**src/rtl/local_ctrl_pkg.sv**
```systemverilog
// local_ctrl_pkg: shared types and constants for the layer controller.
package local_ctrl_pkg;

  // Controller phases; the state register and the output registers are
  // loaded from the same next-state decision, so the state seen in a cycle
  // is the phase whose strobes are visible in that same cycle.
  typedef enum logic [2:0] {
    IDLE  = 3'd0,
    RUN   = 3'd1,
    DRAIN = 3'd2,
    SAVE  = 3'd3,
    NEXT  = 3'd4,
    DONE  = 3'd5
  } state_t;

  // Latency of the x-buffer / weight-ROM read, in cycles.
  localparam int RD_LAT = 1;

endpackage

```
**src/rtl/local_ctrl_dly.sv**
```systemverilog
// local_ctrl_dly: aligns the MAC enable/clear strobes with returning read data.
// A DEPTH-stage shift register delays rd_en and the first-term flag.
module local_ctrl_dly #(
  parameter int DEPTH = 1
) (
  input  logic i_clk,
  input  logic i_rst,
  input  logic i_rd_en,
  input  logic i_first,
  output logic o_mac_en,
  output logic o_mac_clear
);

  logic [DEPTH-1:0] r_en_sr;
  logic [DEPTH-1:0] r_clr_sr;

  if (DEPTH == 1) begin : g_one
    // Single-stage delay of the read strobe and the first-term flag.
    always_ff @(posedge i_clk) begin
      if (i_rst) begin
        r_en_sr  <= '0;
        r_clr_sr <= '0;
      end else begin
        r_en_sr  <= i_rd_en;
        r_clr_sr <= i_first & i_rd_en;
      end
    end
  end else begin : g_multi
    // Multi-stage delay of the read strobe and the first-term flag.
    always_ff @(posedge i_clk) begin
      if (i_rst) begin
        r_en_sr  <= '0;
        r_clr_sr <= '0;
      end else begin
        r_en_sr  <= {r_en_sr[DEPTH-2:0], i_rd_en};
        r_clr_sr <= {r_clr_sr[DEPTH-2:0], i_first & i_rd_en};
      end
    end
  end

  assign o_mac_en    = r_en_sr[DEPTH-1];
  assign o_mac_clear = r_clr_sr[DEPTH-1];

endmodule

```
**src/rtl/local_ctrl_fc.sv**
```systemverilog
// local_ctrl_fc: sequences NUM_NEURONS dot products of VEC_LEN terms for one
// fully-connected layer, driving reads, MAC strobes and temp-buffer writes.
// Optional macro LOCAL_CTRL_STALL_EN adds stall_i, honoured only at neuron
// boundaries (NEXT) and on the IDLE->RUN transition.
module local_ctrl_fc
  import local_ctrl_pkg::*;
#(
  parameter  int VEC_LEN     = 32,
  parameter  int NUM_NEURONS = 10,
  parameter  int SAVE_LAT    = 2,
  localparam int X_AW = (VEC_LEN > 1) ? $clog2(VEC_LEN) : 1,
  localparam int N_AW = (NUM_NEURONS > 1) ? $clog2(NUM_NEURONS) : 1,
  localparam int W_AW = (VEC_LEN * NUM_NEURONS > 1) ? $clog2(VEC_LEN * NUM_NEURONS) : 1
) (
  input  logic            clk_i,
  input  logic            rst_i,
  input  logic            start_i,
`ifdef LOCAL_CTRL_STALL_EN
  input  logic            stall_i,
`endif
  output logic            busy_o,
  output logic [X_AW-1:0] x_addr_o,
  output logic [W_AW-1:0] w_addr_o,
  output logic            rd_en_o,
  output logic            mac_en_o,
  output logic            mac_clear_o,
  output logic            mac_valid_o,
  output logic            temp_wr_o,
  output logic [N_AW-1:0] temp_addr_o,
  output logic            done_o
);

  // Counter for the DRAIN and SAVE waits; wide enough for either.
  localparam int CNT_W = $clog2(SAVE_LAT + RD_LAT + 1);

  localparam logic [X_AW-1:0]  X_LAST     = X_AW'(VEC_LEN - 1);
  localparam logic [N_AW-1:0]  N_LAST     = N_AW'(NUM_NEURONS - 1);
  localparam logic [CNT_W-1:0] DRAIN_LAST = CNT_W'(RD_LAT - 1);
  localparam logic [CNT_W-1:0] SAVE_LAST  = CNT_W'((SAVE_LAT > 0) ? SAVE_LAT - 1 : 0);
  localparam logic [X_AW-1:0]  X_ONE      = X_AW'(1);
  localparam logic [W_AW-1:0]  W_ONE      = W_AW'(1);
  localparam logic [N_AW-1:0]  N_ONE      = N_AW'(1);
  localparam logic [CNT_W-1:0] C_ONE      = CNT_W'(1);

  state_t            r_state, w_state;
  logic [X_AW-1:0]   r_k, w_k;
  logic [W_AW-1:0]   r_w, w_w;
  logic [N_AW-1:0]   r_n, w_n;
  logic [CNT_W-1:0]  r_cnt, w_cnt;
  logic              r_rd_en, w_rd_en;
  logic              r_first, w_first;
  logic              r_valid, w_valid;
  logic              r_wr, w_wr;
  logic              r_done, w_done;
  logic              r_busy, w_busy;
  logic              w_stall;
  logic              w_mac_en;
  logic              w_mac_clear;

`ifdef LOCAL_CTRL_STALL_EN
  assign w_stall = stall_i;
`else
  assign w_stall = 1'b0;
`endif

  // Next-state, counter and strobe decisions; strobes default low.
  always_comb begin
    w_state = r_state;
    w_k     = r_k;
    w_w     = r_w;
    w_n     = r_n;
    w_cnt   = r_cnt;
    w_rd_en = 1'b0;
    w_first = 1'b0;
    w_valid = 1'b0;
    w_wr    = 1'b0;
    w_done  = 1'b0;
    case (r_state)
      IDLE: begin
        w_k   = '0;
        w_w   = '0;
        w_n   = '0;
        w_cnt = '0;
        if (start_i && !w_stall) begin
          w_state = RUN;
          w_rd_en = 1'b1;
          w_first = 1'b1;
        end else begin
          w_state = IDLE;
        end
      end
      RUN: begin
        if (r_k == X_LAST) begin
          w_state = DRAIN;
          w_cnt   = '0;
        end else begin
          w_k     = r_k + X_ONE;
          w_w     = r_w + W_ONE;
          w_rd_en = 1'b1;
        end
      end
      DRAIN: begin
        if (r_cnt == DRAIN_LAST) begin
          w_valid = 1'b1;
          w_cnt   = '0;
          // With no save latency the write coincides with mac_valid.
          if (SAVE_LAT == 0) begin
            w_state = NEXT;
            w_wr    = 1'b1;
          end else begin
            w_state = SAVE;
          end
        end else begin
          w_cnt = r_cnt + C_ONE;
        end
      end
      SAVE: begin
        if (r_cnt == SAVE_LAST) begin
          w_state = NEXT;
          w_wr    = 1'b1;
          w_cnt   = '0;
        end else begin
          w_cnt = r_cnt + C_ONE;
        end
      end
      NEXT: begin
        if (w_stall) begin
          w_state = NEXT;
        end else if (r_n == N_LAST) begin
          w_state = DONE;
          w_done  = 1'b1;
        end else begin
          w_state = RUN;
          w_rd_en = 1'b1;
          w_first = 1'b1;
          w_k     = '0;
          w_w     = r_w + W_ONE;
          w_n     = r_n + N_ONE;
        end
      end
      DONE: begin
        w_state = IDLE;
        w_k     = '0;
        w_w     = '0;
        w_n     = '0;
        w_cnt   = '0;
      end
      default: begin
        w_state = IDLE;
        w_k     = '0;
        w_w     = '0;
        w_n     = '0;
        w_cnt   = '0;
      end
    endcase
    w_busy = (w_state != IDLE);
  end

  // State, counters and registered strobes; reset clears everything.
  always_ff @(posedge clk_i) begin
    if (rst_i) begin
      r_state <= IDLE;
      r_k     <= '0;
      r_w     <= '0;
      r_n     <= '0;
      r_cnt   <= '0;
      r_rd_en <= 1'b0;
      r_first <= 1'b0;
      r_valid <= 1'b0;
      r_wr    <= 1'b0;
      r_done  <= 1'b0;
      r_busy  <= 1'b0;
    end else begin
      r_state <= w_state;
      r_k     <= w_k;
      r_w     <= w_w;
      r_n     <= w_n;
      r_cnt   <= w_cnt;
      r_rd_en <= w_rd_en;
      r_first <= w_first;
      r_valid <= w_valid;
      r_wr    <= w_wr;
      r_done  <= w_done;
      r_busy  <= w_busy;
    end
  end

  local_ctrl_dly #(
    .DEPTH (RD_LAT)
  ) u_dly (
    .i_clk       (clk_i),
    .i_rst       (rst_i),
    .i_rd_en     (r_rd_en),
    .i_first     (r_first),
    .o_mac_en    (w_mac_en),
    .o_mac_clear (w_mac_clear)
  );

  assign busy_o      = r_busy;
  assign x_addr_o    = r_k;
  assign w_addr_o    = r_w;
  assign rd_en_o     = r_rd_en;
  assign mac_en_o    = w_mac_en;
  assign mac_clear_o = w_mac_clear;
  assign mac_valid_o = r_valid;
  assign temp_wr_o   = r_wr;
  assign temp_addr_o = r_n;
  assign done_o      = r_done;

endmodule

```
**config.mk**
```make
export PLATFORM = sky130hd
export DESIGN_NAME = local_ctrl_fc
export DESIGN_NICKNAME = d
export VERILOG_FILES = /design/src/rtl/local_ctrl_pkg.sv /design/src/rtl/local_ctrl_dly.sv /design/src/rtl/local_ctrl_fc.sv
export SDC_FILE = /design/constraint.sdc
export NUM_CORES = 1
export LEC_CHECK = 0
export ABC_CLOCK_PERIOD_IN_PS = 2250
export CORE_MARGIN = 5
export CORE_UTILIZATION = 50
export DETAILED_ROUTE_END_ITERATION = 12
export PLACE_DENSITY = 0.86
export SLEW_MARGIN = 0
export SYNTH_ARGS = -nofsm -noshare
export SYNTH_HDL_FRONTEND = slang
export SYNTH_SLANG_ARGS = --single-unit
```
**constraint.sdc**
```tcl
create_clock -name clk_i -period 2.25 [get_ports clk_i]
set_input_delay 0.45 -clock clk_i [delete_from_list [all_inputs] [get_ports clk_i]]
set_output_delay 0.45 -clock clk_i [all_outputs]
set_load 0.05 [all_outputs]
```
* Word level (Yosys, flattened, before mapping) *
Index checks and enable logic that the tools add are counted.

cells by class
  add/sub/neg operators = 4
  eq/ne operators = 10
  muxes and demuxes = 26
  bitwise operators = 6
  reductions and logical operators = 11

operators by type and width
  cell                                                 count
  case mux 9 bit (3 select lines)                      1
  two-way mux 9 bit                                    2
  case mux 3 bit (5 select lines)                      1
  case mux 5 bit (3 select lines)                      1
  two-way mux 3 bit                                    4
  two-way mux 5 bit                                    2
  adder 9 x 1 -> 9 bit, second input constant          1
  case mux 2 bit (4 select lines)                      1
  case mux 4 bit (2 select lines)                      1
  OR reduction 2 bit                                   4
  two-way mux 1 bit                                    7
  equality test 3 x 2 -> 1 bit, second input constant  2
  two-way mux 2 bit                                    3
  inequality test 2 bit, second input constant         3
  adder 5 x 1 -> 5 bit, second input constant          1
  equality test 5 bit, second input constant           1
  NOT 1 bit                                            5
  adder 4 x 1 -> 4 bit, second input constant          1
  equality test 4 bit, second input constant           1
  two-way mux 4 bit                                    1
  AND reduction 2 bit                                  2
  equality test 3 x 1 -> 1 bit, second input constant  1
  equality test 3 bit, second input constant           1
  zero test 3 bit                                      1
  9 further kinds                                      9

word-level totals
  register bits after elaboration = 31
  input bits = 3
  output and inout port bits = 25
  logic and storage cells = 70

* Longest topological paths before layout *
Gate-level depths: netlist (run 1).

  word-level depth = 4
  gate-level depth with buffers = 8
  depth with buffers taken out = 7

* By module *
A second synthesis (run 1) with hierarchy kept.

unflattened totals
  cell total of the unflattened synthesis = 164
  area, all modules = 1478.9 um2

by module, submodules not included
  module          times used  cells an instance  area an instance (um2)  seq. area each (um2)
  local_ctrl_fc   1           160                1423.9                  580.6
  local_ctrl_dly  1           4                  55.1                    40.0

* Least setup slack after synthesis (run 1) *
No wires, ideal clock.

  path kind = register -> register
  from = register r_k[0], in the netlist x_addr_o[0]
  to = register r_w[6], in the netlist w_addr_o[6]
  setup time = 0.070 ns
  data arrival time = 2.177 ns
  required time = 2.180 ns
  path slack = 0.003 ns
  stages on the path, launching flop included = 8
  buffers on the path = 0
  period minus slack after synthesis = 2.247 ns
  cell sequence = dfxtp_1 -> ha_1 -> and3_1 -> ha_1 -> a21oi_1 -> o22ai_2 -> or4_1 -> a21oi_1

on the way
  cells in the longest elaborated chain, start to end = 3

RTL lines
  what                             RTL line              source
  start: declaration               local_ctrl_fc.sv:46   logic [X_AW-1:0] r_k, w_k;
  start signal: assignment         local_ctrl_fc.sv:175  r_k <= w_k;
  equality test 5 bit              local_ctrl_fc.sv:93   if (r_k == X_LAST) begin
  inequality test 2 bit (no line)  --
  AND reduction 3 bit (no line)    --
  end signal: assignment           local_ctrl_fc.sv:176  r_w <= w_w;
  end: declaration                 local_ctrl_fc.sv:47   logic [W_AW-1:0] r_w, w_w;

Every way passes these cells.
A chain may end at the register's enable or synchronous reset.

* Worst setup path in the final report (run 1) *
  from = register r_k[1], in the netlist x_addr_o[1]
  to = register r_k[3], in the netlist x_addr_o[3]

on the way
  cells in the longest elaborated chain, start to end = 3

RTL lines
  what                                                                    RTL line
  adder 5 x 1 -> 5 bit or equality test 5 bit (tied branches)             local_ctrl_fc.sv:97, local_ctrl_fc.sv:93
  two-way mux 5 bit or inequality test 2 bit (tied branches)              --
  case mux 5 bit (3 select lines) or AND reduction 3 bit (tied branches)  --

Parallel ways exist; a longest one is shown, timed or not. The select of a mux whose other input is x is not followed.

==> results.md, run 1 <==
- Minimum clock period: 2.14 ns
- Post-route cell area: 0.00190 mm^2
- Vias: 1427
- Die height: 64.3 um
- Fraction of the mapped netlist area in adder cells: 6.78%
- Top Ports: 28
- Initial Util: 52.6%
- Routed WL per cell: 15.5 um
- Min Hold Slack: 0.463 ns
- Number of CTS-inserted buffers: 5
- PD cells: 516 mW/mm^2
- Fill cell count: 229
- Total wire length: 3700 um
- Synth warn: 0
- Slew @ Worst Pin: 0.754 ns
- Setup violations, final: 0
- Register area: 621 um^2
- Post-DRT Antenna Nets: 0
- Worst hold path type: flip-flop to flip-flop
- TritonCTS clock tree: done
- Startpoint Class: flip-flop
- Async set-or-reset flop fraction in the synthesized netlist: 0%
- Post-synthesis mux area share: 2.80%
- Antenna violations before repair: 0
- Clock Sinks: 31
- Peak VDD IR: 0.377 mV
- RePlAce Congestion: 0.891
- Multi-input gate area: 812 um^2
- Max transition margin: 49.0%
- Synthesized area per cell: 8.68 um^2
- Post-synthesis compound-gate area fraction: 18.6%
- Die area: 0.00414 mm^2
- Max Freq: 467 MHz
- Max_cap viols: 0
- Synthesis-to-layout area growth: 28.5%
- I/O Buffers: 27
- Share of cells above drive strength 1: 10.1%
- First-pass GRT wire length: 6030 um
- Nets@finish: 218
- Antenna diode count: 0
- Leak pwr: 0.698 nW
- Clk Latency, worst-skew pair: 0.34 ns
- Die Wd: 64.3 um
- CTS max path bufs: 2
- Clk pin slew, worst setup/hold paths: 0.10 ns
- Synth unique cells: 42
- Detailed placement HPWL: 2820 um
- Syn nets: 181
- Placed cell area: 0.00183 mm^2
- RSZ-0062 raised after global routing: false
- Pins Over Slew Limit: 0
- Worst clock skew: 0.00680 ns
- Number of synthesized flops with an enable pin: 0
- DR vias/cell: 5.97
- Crit path capture type: flip-flop
- Largest net degree at the start of global routing: 17
- Tot GR Track Use: 18.7%
- Row count: 19
- Critical Path RT: 2.52 ns
- Worst Path Arrival: 2.41 ns
- Core Region: 0.00281 mm^2
- Post-synthesis simple-gate area fraction: 24.4%
- XOR/XNOR Fraction of Synth Area: 1.19%
- Total grt overflow: 0
- Post-Syn Area: 0.00148 mm^2
- Primary FF master, synth: dfxtp_1
- Main combinational cell family by area after synthesis: simple AND/OR/NAND/NOR gates
- Synth Register Bits: 31
- 1st-iter DRT viols: 82
- Final Cycle Share: 95.1%
- Total negative setup slack: 0 ns
- PostCTS Resize Cnt: 0
- Status: finished clean
- CP max FO: 10
- Syn Inst Count: 170
- Root Driver: clkbuf_4
- H-Tree Depth: 2
- Post-CTS setup repair buffer count: 0
- Final hold vios: 0
- Vias in the first global route: 1384
- Seq/Total Area, Yosys: 42.0%
- Drc violations: 0
- Setup CP Type: flip-flop to flip-flop
- Initial DRT Pass Iterations: 4
- Hold_buf cts: 0
-- synth_stat cells, types with 2 or more instances --
master    instances  area share (%)
nor2b_1           2            0.85
or4_1             2             1.0
buf_2             5             1.7
nand2b_1          3             1.3
dfxtp_1          31              42
and3b_1           2             1.2
and2_1            2            0.85
nand3_1           5             1.7
nor4_1            2            0.85
mux2i_1           3             2.0
a32o_1            2             1.4
a21oi_1          18             6.1
a21o_1            3             1.5
or3_1             6             2.5
a22oi_1           2             1.0
o21ai_0          10             3.4
ha_1              8             6.8
and3_1            3             1.3
nand4_1           2            0.85
nand2_1           9             2.3
nor2_1           15             3.8
nor4b_1           3             1.8
inv_1             8             2.0
nor3_1            6             2.0
-- cells in the final DEF, fill, tap and decap left out, drive strengths merged, types with 3 or more instances in the layout --
cell	Yosys	routed
ha	8	8
buf	6	10
inv	8	8
nand2b	3	3
and3	3	3
a21oi	18	18
clkdlybuf4s50	0	27
o21ai	10	10
nor4b	3	3
mux2i	3	3
nor3	6	6
nand3	5	5
nand2	9	9
or3	6	6
a21o	3	3
dfxtp	31	31
nor2	15	15
clkbuf	1	7
-- critical path: stages, from the launching register on --
cell and delay [ns]:
dfxtp_1 0.36, ha_1 0.21, and3_1 0.19, ha_1 0.26, a21oi_4 0.22, o22ai_4 0.13, buf_4 0.19, or3_1 0.35
a21oi_1 0.16
-- final timing paths --
kind / from / slack [ns] / cells past startpoint / to
setup reg to reg: x_addr_o[1]$_SDFFE_PP0P_ / 0.11 / 8 / x_addr_o[3]$_SDFFE_PP0P_
hold reg to reg: r_first$_SDFF_PP0_ / 0.46 / 1 / u_dly.o_mac_clear$_SDFF_PP0_
hold / removal: r_first$_SDFF_PP0_ / 0.46 / 1 / u_dly.o_mac_clear$_SDFF_PP0_
setup / recovery: x_addr_o[1]$_SDFFE_PP0P_ / 0.11 / 8 / x_addr_o[3]$_SDFFE_PP0P_
-- metrics by stage --
| step | setup WS, ns | instances | total power [mW] | utilization (%) |
|---|---|---|---|---|
| 3_3_place_gp | 0.188 | 231 | 0.672 | 65.2 |
| 6_report | 0.110 | 239 | 0.978 | 67.6 |
| 2_1_floorplan | 0.00278 | 170 | 0.639 | - |
| 3_5_place_dp | 0.0399 | 231 | 0.676 | 65.2 |
| 5_1_grt | 0.0296 | 239 | 1.02 | 67.6 |
| 4_1_cts | 0.0244 | 239 | 0.982 | 66.9 |
-- power by group --
group	switching, mW	internal, mW	total [mW]
Combinational	0.0629	0.0389	0.102
Clock	0.192	0.122	0.313
Sequential	0.00523	0.558	0.563
-- per-layer routing --
metal / routed length (um) / vias up / GRT usage, %
li1: - / 690 / -
met1: 1480 / 671 / 19.0
met3: 178 / 19 / 5.25
met5: 0 / - / 0
met4: 113 / 0 / 10.0
met2: 1930 / 47 / 34.4
-- registers in the layout, summed over array words and instances, names as in the netlist, 2 cells and up --
signal,cells
x_addr_o,5
r_cnt,2
r_state,3
w_addr_o,9
temp_addr_o,4
-- cell type report --
class                           instances  area share [%]
Multi-Input combinational cell        124            42.8
Tap cell                               31            2.04
Clock inverter                          1           0.264
Clock buffer                            7            2.37
Timing Repair Buffer                   37            18.2
Inverter                                8            1.58
Sequential cell                        31            32.7
-- cells by family (layout without fill, tap and decap cells) --
logic type / after synthesis / count (layout)
and+or+nand+nor: 66 / 66
AOI/OAI and AO/OA: 44 / 44
DFF: 31 / 31
buffers and inverters: 15 / 53
adders and majority gates: 8 / 8
muxes: 4 / 4
xor gates and xnor gates: 2 / 2
Note: power is estimated with default switching activity, not from simulation.
==> run 2: changes to the inputs <==
- SYNTH_HIERARCHICAL: unset -> 1
==> results.md, run 2 <==
- Sw power: 0.256 mW (-1.5%)
- Crit path capture type: flip-flop
- Fill cell count: 236 (+3.1%)
- Syn nets: 175 (-3.3%)
- Seq/Total Area, Yosys: 42.0% (-0.071 points)
- Total grt overflow: 0 (unchanged)
- Worst Path Arrival: 2.38 ns (-0.03 ns)
- Slew @ Worst Pin: 0.536 ns (-0.218 ns)
- Slowest cell on crit path: dfxtp_1
- Share of cells above drive strength 1: 11.2% (+1.1 points)
- Routed wl met2: 1520 um (-21%)
- Clock group share of total power: 35.7% (+3.7 points)
- Synth Register Bits: 31 (unchanged)
- Worst hold path type: flip-flop to flip-flop
- Root Driver: clkbuf_4
- Routed WL per cell: 13.9 um (-10%)
- Detailed placement HPWL: 2430 um (-14%)
- Critical path's top delay family: simple AND/OR/NAND/NOR gates
- Core Region: 0.00281 mm^2 (unchanged)
- First-pass GRT wire length: 5530 um (-8.4%)
- FF-to-FF path depth: 8 (unchanged)
- 1st-iter DRT viols: 80 (-2.4%)
- Peak VDD IR: 0.401 mV (+6.4%)
- Post-route cell area: 0.00186 mm^2 (-1.9%)
- Critical Path RT: 2.52 ns (about the same)
- Multi-input gate area: 791 um^2 (-2.6%)
- Sw frac: 24.7% (-1.8 points)
- Seq pwr share: 55.2% (-2.4 points)
- RR Startpoint: x_addr_o[0]$_SDFFE_PP0P_
- Number of CTS-inserted buffers: 5 (unchanged)
- Synthesis-to-layout area growth: 25.8%
- WL met3: 176 um (-1.1%)
- RePlAce Congestion: 0.764 (-14%)
- Max_cap viols: 0 (unchanged)
- Clk pin slew, worst setup/hold paths: 0.09 ns (about the same)
- Top Ports: 28 (unchanged)
- Commonest cells in the netlist: dfxtp_1 (31), a21oi_1 (16), nor2_1 (13)
- Placed insts: 220 (-4.8%)
- Post-DRT Antenna Nets: 0 (unchanged)
- Max Used Layer: met4
- Antenna violations before repair: 0 (unchanged)
- Die area: 0.00415 mm^2 (+0.14%)
- Most frequent cells in the layout: dfxtp_1 (31), clkdlybuf4s50_1 (27), a21oi_1 (16)
- Clock Sinks: 31 (unchanged)
- Number of synthesized flops with an enable pin: 0 (unchanged)
- Worst setup path endpoint: x_addr_o[3]$_SDFFE_PP0P_
- Initial DRT Pass Iterations: 4 (unchanged)
- Max stage delay on crit path: 0.35 ns (about the same)
- Placed cell area: 0.00178 mm^2 (-2.4%)
- R2R setup slack: 0.14 ns (+0.03 ns)
- Synth top area share: 42.0% (-0.071 points)
- Final non-filler cell total: 228 (-4.6%)
- Most used cell, CP: ha_1
- Nets@finish: 207 (-5.0%)
- Final Cycle Share: 93.8% (-1.3 points)
- Largest net degree at the start of global routing: 14 (-3)
- Final hold vios: 0 (unchanged)
- Syn Inst Count: 164 (-3.5%)
- Minimum clock period: 2.11 ns (-0.0288 ns)
- Row count: 19 (unchanged)
- Drc violations: 0 (unchanged)
- Tot GR Track Use: 17.5% (-1.3 points)
- Final Power: 1.03 mW (+5.7%)
- Synth area leader: dfxtp_1
- Most numerous cell in the Yosys netlist: dfxtp_1
- Max reg flops: 9 (unchanged)
- Pint: 0.778 mW (+8.4%)
- Primary FF master, synth: dfxtp_1
- Status: finished clean
- Clk Latency, worst-skew pair: 0.33 ns (about the same)
- Met1 wire length: 1380 um (-6.6%)
- Combinational power share: 9.2% (-1.2 points)
- Synth unique cells: 43 (+2.4%)
- Top cells by area, synth: dfxtp_1 (42%), ha_1 (6.8%), a21oi_1 (5.4%)
- Vias in the first global route: 1212 (-12%)
- Synth warn: 6 (+6)
- Leak pwr: 0.681 nW (-2.4%)
- Async set-or-reset flop fraction in the synthesized netlist: 0% (unchanged)
- WP depth: 8 (unchanged)
- Most common cell after layout, fill and taps aside: dfxtp_1
- Setup violations, final: 0 (unchanged)
- Vias: 1287 (-9.8%)
- Synthesized area per cell: 9.02 um^2 (+3.8%)
- DR vias/cell: 5.64 (-5.5%)
- Total wire length: 3170 um (-14%)
- Min Hold Slack: 0.483 ns (+0.0193 ns)
- I/O Buffers: 27 (unchanged)
- H-Tree Depth: 2 (unchanged)
- Buffers & Inverters on Critical Path: 1 (unchanged)
- CP max FO: 13 (+3)
- Register area: 621 um^2 (unchanged)
- PD cells: 556 mW/mm^2 (+7.8%)
- Initial Util: 52.7% (+0.089 points)
- Crit path cell chain: ha_1 -> and3_1 -> ha_1 -> a21oi_4 -> o22ai_4 -> buf_4 -> or3_1 -> a21oi_1
- Die Wd: 64.4 um (about the same)
- Post-Syn Area: 0.00148 mm^2 (+0.17%)
- Reg2reg end: x_addr_o[3]$_SDFFE_PP0P_
- Pins Over Slew Limit: 0 (unchanged)
- Max transition margin: 64.1% (+15 points)
- Die height: 64.4 um (about the same)
- Worst clock skew: 0.00715 ns (+0.000347 ns)
- Fin util: 66.3% (-1.3 points)
- CP startpoint: x_addr_o[0]$_SDFFE_PP0P_
- Startpoint Class: flip-flop
- TritonCTS clock tree: done
- Antenna diode count: 0 (unchanged)
- CTS max path bufs: 2 (unchanged)
- Setup CP Type: flip-flop to flip-flop
- Max Freq: 474 MHz (+1.4%)
- Post-CTS setup repair buffer count: 0 (unchanged)
## run 2: metal layers
layer  vias to the layer above  track usage (%)
met3                         9             7.88
met1                       594             19.3
met5                         -                0
met4                         0             10.6
li1                        651                -
met2                        33             27.4
## run 2: worst min-delay path by stage
stage	to	slack, ns	start	cells after the start
2_1_floorplan	u_dly/o_mac_clear$_SDFF_PP0_	0.44	r_first$_SDFF_PP0_	1
3_3_place_gp	u_dly/o_mac_clear$_SDFF_PP0_	0.45	r_first$_SDFF_PP0_	1
3_5_place_dp	u_dly/o_mac_clear$_SDFF_PP0_	0.46	r_first$_SDFF_PP0_	1
4_1_cts	u_dly/o_mac_clear$_SDFF_PP0_	0.48	r_first$_SDFF_PP0_	1
5_1_grt	u_dly/o_mac_clear$_SDFF_PP0_	0.49	r_first$_SDFF_PP0_	1
6_report	u_dly/o_mac_clear$_SDFF_PP0_	0.48	r_first$_SDFF_PP0_	1
## run 2: kinds of logic after synthesis
logic type	after synthesis	share of synthesized area, %
AOI/OAI and AO/OA	38	17.6
and+or+nand+nor	64	23.9
xor gates and xnor gates	3	1.78
buffers and inverters	16	5.08
muxes	4	2.88
DFF	31	42.0
adders and majority gates	8	6.77
## run 2: timing repair
item | 4_1_cts | 5_1_grt
hold buffers | 0 | 0
gates resized for setup | 0 | 1
setup endpoints to repair | 0 | 4
## run 2: cell type report
cell class | count | share of cell area, %
sequential | 31 | 33.4
inverter | 9 | 1.82
clock buffer | 8 | 3.70
tap | 31 | 2.08
timing repair buffer | 32 | 16.5
multi-input combinational | 117 | 42.5
## run 2: worst register-to-register path: cells and delay by family, from the launching register on
kind,cells,cell delay (ns)
and+or+nand+nor,2,0.54
AOI/OAI and AO/OA,3,0.52
adders and majority gates,2,0.46
DFF,1,0.35
buffers and inverters,1,0.19
## run 2: power groups by stage
stage                     Combinational, mW  Sequential [mW]  Clock (mW)
final                                0.0949            0.571       0.369
after global routing                  0.101            0.572       0.412
after CTS                            0.0954            0.570       0.375
after detailed placement             0.0949            0.582           0
after global placement               0.0934            0.581           0
after floorplan                      0.0419            0.605           0
## run 2: through the flow
| step | setup slack, ns | setup TNS (ns) |
|---|---|---|
| global placement | 0.193 | 0 |
| CTS | 0.0654 | 0 |
| global route | -0.00776 | -0.0105 |
| finish | 0.139 | 0 |
| floorplan | 0.0172 | 0 |
| detailed placement | 0.0844 | 0 |
==> run 3: changes to the inputs <==
- CORE_MARGIN: 5 -> unset
- HOLD_SLACK_MARGIN: unset -> 0.08
==> results.md, run 3 (synthesized netlist as in run 2, its figures left out) <==
- Multi-input gate area: 791 um^2 (unchanged)
- Worst Path Arrival: 2.38 ns (about the same)
- Detailed placement HPWL: 2500 um (+2.8%)
- Final hold vios: 0 (unchanged)
- First-pass GRT wire length: 5750 um (+4.0%)
- Initial Util: 53.2% (+0.45 points)
- Final Power: 1.03 mW (-0.46%)
- Max reg flops: 9 (unchanged)
- TritonCTS clock tree: done
- Final non-filler cell total: 229 (+0.44%)
- Most frequent cells in the layout: dfxtp_1 (31), clkdlybuf4s50_1 (27), a21oi_1 (16)
- Min Hold Slack: 0.479 ns (-0.00399 ns)
- Post-DRT Antenna Nets: 0 (unchanged)
- Register area: 621 um^2 (unchanged)
- CP startpoint: x_addr_o[0]$_SDFFE_PP0P_
- Post-route cell area: 0.00187 mm^2 (+0.40%)
- CP max FO: 13 (unchanged)
- Final Cycle Share: 94.2% (+0.34 points)
- Largest net degree at the start of global routing: 14 (unchanged)
- Tot GR Track Use: 23.7% (+6.2 points)
- Placed cell area: 0.00178 mm^2 (unchanged)
- Pre-CTS setup slack: 0.0377 ns (-0.0467 ns)
- Top Ports: 28 (unchanged)
- Critical Path RT: 2.51 ns (about the same)
- Slew @ Worst Pin: 0.514 ns (-0.0220 ns)
- Clock Sinks: 31 (unchanged)
- Core Region: 0.00278 mm^2 (-0.85%)
- Total grt overflow: 0 (unchanged)
- Setup CP Type: flip-flop to flip-flop
- Die area: 0.00318 mm^2 (-23%)
- Fill cell count: 247 (+4.7%)
- Hold Crit Start: r_first$_SDFF_PP0_
- Status: finished clean
- Most common cell after layout, fill and taps aside: dfxtp_1
- Die Wd: 56.4 um (-12%)
- Placed insts: 220 (unchanged)
- Vias: 1353 (+5.1%)
- Routed WL per cell: 14.7 um (+5.7%)
- Vias in the first global route: 1294 (+6.8%)
- Worst clock skew: 0.00518 ns (-0.00197 ns)
- Synthesis-to-layout area growth: 26.3%
- Max Freq: 472 MHz (-0.37%)
- RePlAce Congestion: 0.838 (+9.7%)
- Total wire length: 3370 um (+6.1%)
- Total negative setup slack: 0 ns (unchanged)
- Worst hold path type: flip-flop to flip-flop
- Number of CTS-inserted buffers: 5 (unchanged)
- DR vias/cell: 5.91 (+4.7%)
- Leak pwr: 0.685 nW (+0.61%)
- Initial DRT Pass Iterations: 4 (unchanged)
- Share of cells above drive strength 1: 11.6% (+0.45 points)
- Die height: 56.4 um (-12%)
- RSZ-0062 raised after global routing: false
- H-Tree Depth: 2 (unchanged)
- Crit path capture type: flip-flop
- Peak VDD IR: 0.659 mV (+64%)
- PD cells: 551 mW/mm^2 (-0.86%)
- Minimum clock period: 2.12 ns (+0.00775 ns)
- Clk pin slew, worst setup/hold paths: 0.09 ns (about the same)
- 1st-iter DRT viols: 65 (-19%)
- Max transition margin: 65.6% (+1.5 points)
- Antenna violations before repair: 0 (unchanged)
- CTS max path bufs: 2 (unchanged)
- Row count: 19 (unchanged)
- Antenna diode count: 0 (unchanged)
- Fin util: 67.2% (+0.84 points)
- Root Driver: clkbuf_4
- Pins Over Slew Limit: 0 (unchanged)
- Final WS setup: 0.131 ns (-0.00775 ns)
- RR Startpoint: x_addr_o[0]$_SDFFE_PP0P_
- Startpoint Class: flip-flop
- Max_cap viols: 0 (unchanged)
- Nets@finish: 208 (+0.48%)
- I/O Buffers: 27 (unchanged)
- Clk Latency, worst-skew pair: 0.33 ns (about the same)
- Setup violations, final: 0 (unchanged)
- Drc violations: 0 (unchanged)
==> run 3: cell count changes in the layout (fill, tap and decap cells not counted) <==
cell   before  now
buf_4       5    6
==> run 3: where the power goes <==
group / total [mW] / leakage, nW / switching (mW) / internal (mW)
clock: 0.363 / 0.0386 / 0.179 / 0.184
sequential: 0.570 / 0.251 / 0.0114 / 0.559
combinational: 0.0965 / 0.395 / 0.0605 / 0.0360
==> run 3: worst paths after layout <==
path	slack [ns]	cells past startpoint	end
hold / removal	0.48	1	u_dly/o_mac_clear$_SDFF_PP0_
setup / recovery	0.13	8	x_addr_o[3]$_SDFFE_PP0P_
hold reg to reg	0.48	1	u_dly/o_mac_clear$_SDFF_PP0_
setup reg to reg	0.13	8	x_addr_o[3]$_SDFFE_PP0P_
==> run 3: area by class of cell <==
type	count	share of cell area [%]
multi-input combinational	117	42.3
sequential	31	33.2
timing repair buffer	33	16.9
clock buffer	8	3.68
tap	31	2.08
inverter	9	1.81
==> run 3: critical path, cell delays in order, from the launching register on <==
cell     delay (ns)
dfxtp_1        0.35
ha_1           0.22
and3_1         0.20
ha_1           0.26
a21oi_4        0.19
o22ai_4        0.15
buf_4          0.19
or3_1          0.34
a21oi_1        0.15
==> run 3: per-layer routing <==
| layer | GRT usage (%) | vias to the layer above | part of all wire, % |
|---|---|---|---|
| met2 | 41.2 | 48 | 51 |
| li1 | - | 653 | - |
| met4 | 10.5 | 0 | 1.8 |
| met3 | 6.91 | 8 | 6.2 |
| met1 | 26.7 | 644 | 41 |
| met5 | 0 | - | 0 |
==> run 3: repair_timing <==
| item | 4_1_cts | 5_1_grt |
|---|---|---|
| resized for setup | 0 | 1 |
| setup buffers | 0 | 1 |
| hold buffers | 0 | 0 |
| endpoints found under the setup margin | 0 | 4 |
